File: src/rtl/am2940_pkg.sv
// Shared definitions for the Am2940-style DMA transfer sequencer.
// Opcodes, FSM states, word-count modes and readback select codes.
package am2940_pkg;

    localparam logic [2:0] OP_WRCR   = 3'b000;
    localparam logic [2:0] OP_RDCR   = 3'b001;
    localparam logic [2:0] OP_RDWC   = 3'b010;
    localparam logic [2:0] OP_RDAC   = 3'b011;
    localparam logic [2:0] OP_REINIT = 3'b100;
    localparam logic [2:0] OP_LDADR  = 3'b101;
    localparam logic [2:0] OP_LDWC   = 3'b110;
    localparam logic [2:0] OP_ENCNT  = 3'b111;

    typedef enum logic [1:0] {
        ST_IDLE   = 2'b00,
        ST_RUN    = 2'b01,
        ST_DONE   = 2'b10,
        ST_RELOAD = 2'b11
    } state_t;

    localparam logic [1:0] WC_DOWN = 2'b00;
    localparam logic [1:0] WC_UP   = 2'b01;

    localparam logic [1:0] RD_NONE = 2'b00;
    localparam logic [1:0] RD_CR   = 2'b01;
    localparam logic [1:0] RD_WC   = 2'b10;
    localparam logic [1:0] RD_AC   = 2'b11;

    typedef struct packed {
        logic wrcr;
        logic rdcr;
        logic rdwc;
        logic rdac;
        logic reinit;
        logic ldadr;
        logic ldwc;
        logic encnt;
    } cmd_t;

endpackage

File: src/rtl/am2940_instr_decode.sv
// Opcode decoder: 3-bit instruction to one-hot command strobes.
// All strobes are low unless the instruction strobe is high.
module am2940_instr_decode
    import am2940_pkg::*;
(
    input  logic [2:0] instr_i,
    input  logic       valid_i,
    output cmd_t       cmd_o
);

    // One-hot decode, gated by the instruction strobe
    always_comb begin
        cmd_o = '0;
        if (valid_i) begin
            unique case (instr_i)
                OP_WRCR:   cmd_o.wrcr   = 1'b1;
                OP_RDCR:   cmd_o.rdcr   = 1'b1;
                OP_RDWC:   cmd_o.rdwc   = 1'b1;
                OP_RDAC:   cmd_o.rdac   = 1'b1;
                OP_REINIT: cmd_o.reinit = 1'b1;
                OP_LDADR:  cmd_o.ldadr  = 1'b1;
                OP_LDWC:   cmd_o.ldwc   = 1'b1;
                OP_ENCNT:  cmd_o.encnt  = 1'b1;
            endcase
        end
    end

endmodule

File: src/rtl/am2940_xfer_sequencer.sv
// Command side of an Am2940-style DMA generator: control register,
// shadows and RUN/DONE FSM. Option: AUTO_REINIT_EN adds a RELOAD state.
module am2940_xfer_sequencer
    import am2940_pkg::*;
#(
    parameter int         DATA_W   = 16,
    parameter logic [2:0] CR_RESET = 3'b000
) (
    input  logic              clk,
    input  logic              res_n,
    input  logic [2:0]        instr,
    input  logic              instr_valid,
    input  logic [DATA_W-1:0] data_in,
    input  logic              xfer_stb,
    input  logic [DATA_W-1:0] wc_value,
    output logic              ac_load,
    output logic              ac_enable,
    output logic              ac_up,
    output logic [DATA_W-1:0] ac_load_data,
    output logic              wc_load,
    output logic              wc_enable,
    output logic              wc_up,
    output logic [DATA_W-1:0] wc_load_data,
    output logic [2:0]        cr_out,
    output logic [1:0]        rd_sel,
    output logic              running,
    output logic              done
);

    state_t            state_q, state_d;
    logic [2:0]        cr_q, cr_d;
    logic [DATA_W-1:0] adr_q, adr_d;
    logic [DATA_W-1:0] wc_q, wc_d;
    logic [1:0]        rd_q, rd_d;
    logic              done_q, done_d;

    logic ac_ld_c, wc_ld_c, ac_en_c, wc_en_c;
    logic term;
    cmd_t cmd;

    am2940_instr_decode u_dec (
        .instr_i (instr),
        .valid_i (instr_valid),
        .cmd_o   (cmd)
    );

    assign term = ((cr_q[1:0] == WC_DOWN) && (wc_value == DATA_W'(1)))
               || ((cr_q[1:0] == WC_UP) && (&wc_value));

    // Next-state, shadow updates and combinational chain strobes
    always_comb begin
        state_d      = state_q;
        cr_d         = cr_q;
        adr_d        = adr_q;
        wc_d         = wc_q;
        rd_d         = rd_q;
        done_d       = done_q;
        ac_ld_c      = 1'b0;
        wc_ld_c      = 1'b0;
        ac_en_c      = 1'b0;
        wc_en_c      = 1'b0;
        ac_load_data = adr_q;
        wc_load_data = wc_q;
`ifdef AUTO_REINIT_EN
        if (state_q == ST_RELOAD) done_d = 1'b0;
`endif
        if (instr_valid) begin
            rd_d = RD_NONE;
            if (state_q != ST_RUN) state_d = ST_IDLE;
            unique case (1'b1)
                cmd.wrcr: cr_d = data_in[2:0];
                cmd.rdcr: rd_d = RD_CR;
                cmd.rdwc: rd_d = RD_WC;
                cmd.rdac: rd_d = RD_AC;
                cmd.reinit: begin
                    ac_ld_c = 1'b1;
                    wc_ld_c = 1'b1;
                    state_d = ST_IDLE;
                    done_d  = 1'b0;
                end
                cmd.ldadr: begin
                    adr_d        = data_in;
                    ac_ld_c      = 1'b1;
                    ac_load_data = data_in;
                end
                cmd.ldwc: begin
                    wc_d         = data_in;
                    wc_ld_c      = 1'b1;
                    wc_load_data = data_in;
                end
                cmd.encnt: begin
                    state_d = ST_RUN;
                    done_d  = 1'b0;
                end
                default: ;
            endcase
        end else begin
            unique case (state_q)
                ST_RUN: begin
                    if (xfer_stb) begin
                        ac_en_c = 1'b1;
                        wc_en_c = 1'b1;
                        if (term) begin
                            done_d = 1'b1;
`ifdef AUTO_REINIT_EN
                            state_d = ST_RELOAD;
`else
                            state_d = ST_DONE;
`endif
                        end
                    end
                end
`ifdef AUTO_REINIT_EN
                ST_RELOAD: begin
                    ac_ld_c = 1'b1;
                    wc_ld_c = 1'b1;
                    state_d = ST_RUN;
                end
`endif
                default: ;
            endcase
        end
    end

    // State and register file update
    always_ff @(posedge clk or negedge res_n) begin
        if (!res_n) begin
            state_q <= ST_IDLE;
            cr_q    <= CR_RESET;
            adr_q   <= '0;
            wc_q    <= '0;
            rd_q    <= RD_NONE;
            done_q  <= 1'b0;
        end else begin
            state_q <= state_d;
            cr_q    <= cr_d;
            adr_q   <= adr_d;
            wc_q    <= wc_d;
            rd_q    <= rd_d;
            done_q  <= done_d;
        end
    end

    assign ac_load   = res_n & ac_ld_c;
    assign wc_load   = res_n & wc_ld_c;
    assign ac_enable = res_n & ac_en_c;
    assign wc_enable = res_n & wc_en_c;
    assign ac_up     = ~cr_q[2];
    assign wc_up     = (cr_q[1:0] == WC_UP);
    assign cr_out    = cr_q;
    assign rd_sel    = rd_q;
    assign running   = (state_q == ST_RUN);
    assign done      = done_q;

endmodule

File: config.mk
export PLATFORM = sky130hd
export DESIGN_NAME = am2940_xfer_sequencer
export DESIGN_NICKNAME = d
export VERILOG_FILES = /design/src/rtl/am2940_pkg.sv /design/src/rtl/am2940_instr_decode.sv /design/src/rtl/am2940_xfer_sequencer.sv
export SDC_FILE = /design/constraint.sdc
export NUM_CORES = 1
export LEC_CHECK = 0
export CORE_ASPECT_RATIO = 1.25
export CORE_MARGIN = 2
export CORE_UTILIZATION = 40
export CTS_CLUSTER_SIZE = 8
export DETAILED_ROUTE_END_ITERATION = 8
export PLACE_DENSITY = 0.79
export SETUP_SLACK_MARGIN = 0.3
export SYNTH_ARGS = -nofsm -noshare
export SYNTH_HDL_FRONTEND = slang
export SYNTH_SLANG_ARGS = --single-unit
File: constraint.sdc
create_clock -name clk -period 2.6 [get_ports clk]
set_clock_uncertainty 0.15 [all_clocks]
set_input_delay 0.65 -clock clk [delete_from_list [all_inputs] [get_ports clk]]
set_output_delay 0.65 -clock clk [all_outputs]
set_load 0.01 [all_outputs]
==> impl_metrics.py <==
metrics = {
    "routing": {
        "routed-via-count": 1525,
        "route.detailed.drc": 0,
        "drt_pass1_iterations": 5,
        "routed_wire_length_per_instance_um": 18.5,
        "totalWireLength_um": 5580,
        "count_of_routing_violations_after_the_opening_detailed_route_iteration": 51,
        "drtAntennaViolNets": 0,
        "routed_via_density": 5.07,
    },
    "cells_and_area": {
        "syn_to_final_growth_pct": 82.9,
        "area.sequential_sq_mm": 0.00100,
        "n_antenna_cell": 0,
        "layout_net_count": 283,
        "instances_no_fill": 301,
        "multi_input_comb_area_sq_um": 798,
        "post_route_cells_drive_above_1_share_pct": 51.0,
        "final.fill_count": 276,
    },
    "clocking": {
        "numClockSinks": 40,
        "clk_pin_slew_ns": 0.08,
        "cts_root_buf": "sky130_fd_sc_hd__clkbuf_8",
        "cts_max_path_buffers": 2,
        "cts-buffers-inserted": 5,
        "insertion_delay_ns": 0.29,
        "clock_tree_from_tritoncts": "yes",
        "holdBufCountCts": 0,
        "cts_max_level": 2,
    },
    "worst_setup_path": {
        "worstPathCellList": "buf_6, and2b_2, nand3_4, buf_12, mux2_4, buf_6",
        "timing.critical_path.slowest_stage_cell": "sky130_fd_sc_hd__mux2_4",
        "critical_path_class": "in2out",
        "setup.worst_path.start_class": "input port",
        "timing.critical_path.from": "instr[1]",
        "timing.critical_path.to_type": "primary output",
        "cp.required_ns": 1.80,
        "regToRegSetupSlack_ns": 0.45,
        "crit_path_frequent_cell": "sky130_fd_sc_hd__buf_6",
        "cp_slowest_stage_delay_ns": 0.31,
        "startpoint_of_the_most_critical_register_to_register_path": "state_q[1]$_DFFE_PN0P_",
        "timing.critical_path.fanout_max": 7,
        "cp_data_arrival_time_ns": 1.75,
    },
    "run_status": {
        "status": "finished clean",
    },
    "synth": {
        "synth-edff-count": 0,
        "post-synth-top-area-cell": "sky130_fd_sc_hd__dfrtp_1",
        "synthesis.yosys.warnings": 0,
        "ys_top_cells_by_area": "sky130_fd_sc_hd__dfrtp_1 57%, sky130_fd_sc_hd__mux2_2 15%, sky130_fd_sc_hd__mux2_4 8.6%, sky130_fd_sc_hd__nor4_1 1.8%, sky130_fd_sc_hd__nand2_1 1.7%",
        "async_flop_share_pct": 100,
        "postSynthCellCount": 124,
        "synth_seq_cells": 40,
        "synthesis.nets": 163,
        "netlist-cell-type-count": 29,
        "syn-cell-area_sq_mm": 0.00175,
        "synthesis.area_per_instance_sq_um": 14.1,
        "portion_of_the_post_synthesis_area_used_by_sequential_elements_pct": 57.1,
        "yosysTopAreaCellShare_pct": 57.1,
        "ys_dominant_reg_cell": "sky130_fd_sc_hd__dfrtp_1",
    },
    "sta": {
        "hold_viol_final": 0,
        "finalCritPeriodShare_pct": 98.2,
        "grt_setup_unrepaired": "yes",
        "setup-violations-final": 0,
        "slew_violations": 0,
        "max_freq_ghz": 0.392,
        "setup_total_negative_slack_ns": 0,
        "post-route-min-period_ns": 2.55,
        "worst_slew_slack_as_a_fraction_of_its_limit_pct": 71.1,
        "fin_hold_ws_ns": 0.0279,
        "max_slew.worst_pin.slew_ns": 0.434,
    },
    "die": {
        "die_h_um": 78.0,
        "boundaryPins": 84,
        "fp.dieW_um": 63.2,
        "die-area_sq_mm": 0.00493,
        "rows": 26,
        "core_sq_mm": 0.00416,
        "start_util_pct": 42.1,
    },
    "pwr": {
        "p_leak_uw": 0.00157,
        "switching_share_of_power_pct": 27.0,
        "share_seq_of_total_power_pct": 36.4,
        "total_power_uw": 2200,
        "gate_power_share_pct": 39.2,
        "p_int_uw": 1610,
        "ir_drop_mv": 0.439,
        "p_sw_uw": 594,
        "power.density_mw_per_mm2": 688,
        "p_clk_share_pct": 24.4,
    },
    "global_routing": {
        "grt_overflow_total": 0,
        "grt_pass1_wl_um": 8870,
        "grt_antenna_before_repair": 0,
        "groute.usage.overall_pct": 23.9,
        "pin_count_of_the_biggest_net_entering_global_routing": 37,
        "grt_pass1_vias": 1721,
    },
    "worst_hold_path": {
        "hold_path_class": "in2async",
    },
    "place": {
        "placement.io_buffers": 83,
        "hpwl_um": 3290,
        "gp_congestion": 0.864,
        "placedCellCount": 266,
    },
    "flow_run": {
        "cap_viol_max_count": 0,
    },
}
cell usage in the layout, fill, tap and decap left out, drive strengths merged, types with 2 or more instances in the layout:
cell,count
clkdlybuf4s50,41
nor2b,2
mux2,34
o21ai,3
nand3,2
dfrtp,40
nand2,8
nand4,4
inv,4
nor3b,2
nor4,5
clkbuf,8
buf,75
o22ai,3
synthesized netlist by cell type (2+ instances only):
| cell | instances |
|---|---|
| sky130_fd_sc_hd__buf_2 | 3 |
| sky130_fd_sc_hd__dfrtp_1 | 40 |
| sky130_fd_sc_hd__inv_1 | 4 |
| sky130_fd_sc_hd__mux2_2 | 24 |
| sky130_fd_sc_hd__mux2_4 | 10 |
| sky130_fd_sc_hd__nand2_1 | 8 |
| sky130_fd_sc_hd__nand4_1 | 4 |
| sky130_fd_sc_hd__nor2b_1 | 2 |
| sky130_fd_sc_hd__nor4_1 | 5 |
| sky130_fd_sc_hd__o21ai_0 | 3 |
| sky130_fd_sc_hd__o22ai_1 | 3 |
path summary, 6_finish.rpt:
path                                           to  cells past startpoint
max reg2reg                state_q[1]$_DFFE_PN0P_                     10
min in group clk                 done$_DFFE_PN0P_                      2
min                         rd_sel[1]$_DFFE_PN0P_                      1
max in group asynchronous     adr_q[11]$_DFF_PN0_                      2
min reg2reg                      done$_DFFE_PN0P_                      2
max                               ac_load_data[2]                      6
power groups by stage:
| stage | sequential, uW | clock [uW] | combinational [uW] |
|---|---|---|---|
| 6_report | 802 | 538 | 862 |
| 3_3_place_gp | 796 | 0 | 639 |
| 5_1_grt | 815 | 573 | 910 |
| 3_5_place_dp | 803 | 0 | 660 |
| 4_1_cts | 795 | 540 | 816 |
| 2_1_floorplan | 792 | 0 | 270 |
logic make-up after synthesis:
| logic type | share of synthesized area [%] |
|---|---|
| XOR/XNOR | 0.500 |
| multiplexers | 24.0 |
| flip-flops | 57.1 |
| AND/OR/NAND/NOR | 12.4 |
| buffers and inverters | 3.00 |
| AO/OA/AOI/OAI | 2.93 |
critical path: cells and delay by family:
| kind | cells | cell delay, ns |
|---|---|---|
| buffers and inverters | 3 | 0.40 |
| AND/OR/NAND/NOR | 2 | 0.38 |
| multiplexers | 1 | 0.31 |
layer usage:
metal	track usage, %	vias up	part of all wire [%]
met5	0	-	0
met4	6.74	0	1.7
met3	6.52	10	6.1
met2	42.7	85	53
met1	28.1	745	39
li1	-	685	-
registers in the layout, summed over array words and instances, names as in the netlist:
signal   count
done         1
rd_sel       2
cr_out       3
adr_q       16
state_q      2
wc_q        16
final cells by class:
type                            count  area share (%)
Timing Repair Buffer              119            37.4
Sequential cell                    40            31.3
Multi-Input combinational cell     74            24.9
Clock buffer                        6            2.58
Tap cell                           56            2.19
Clock inverter                      2            1.21
Inverter                            4           0.469
what timing repair did:
action | CTS | global route
cloned | 2 | 0
buffers inserted | 18 | 7
resized for setup | 223 | 8
pin swaps | 3 | 0
setup endpoints to repair | 36 | 35
stage by stage:
stage,setup slack [ns],instance area (sq um),utilization (%)
4_1_cts,0.0831,3150,75.7
2_1_floorplan,0.308,1760,-
3_3_place_gp,-0.692,2680,64.3
5_1_grt,0.0280,3200,76.9
6_report,0.0469,3200,76.9
3_5_place_dp,-0.745,2680,64.3
No activity file was read; power rests on OpenSTA's default activity.
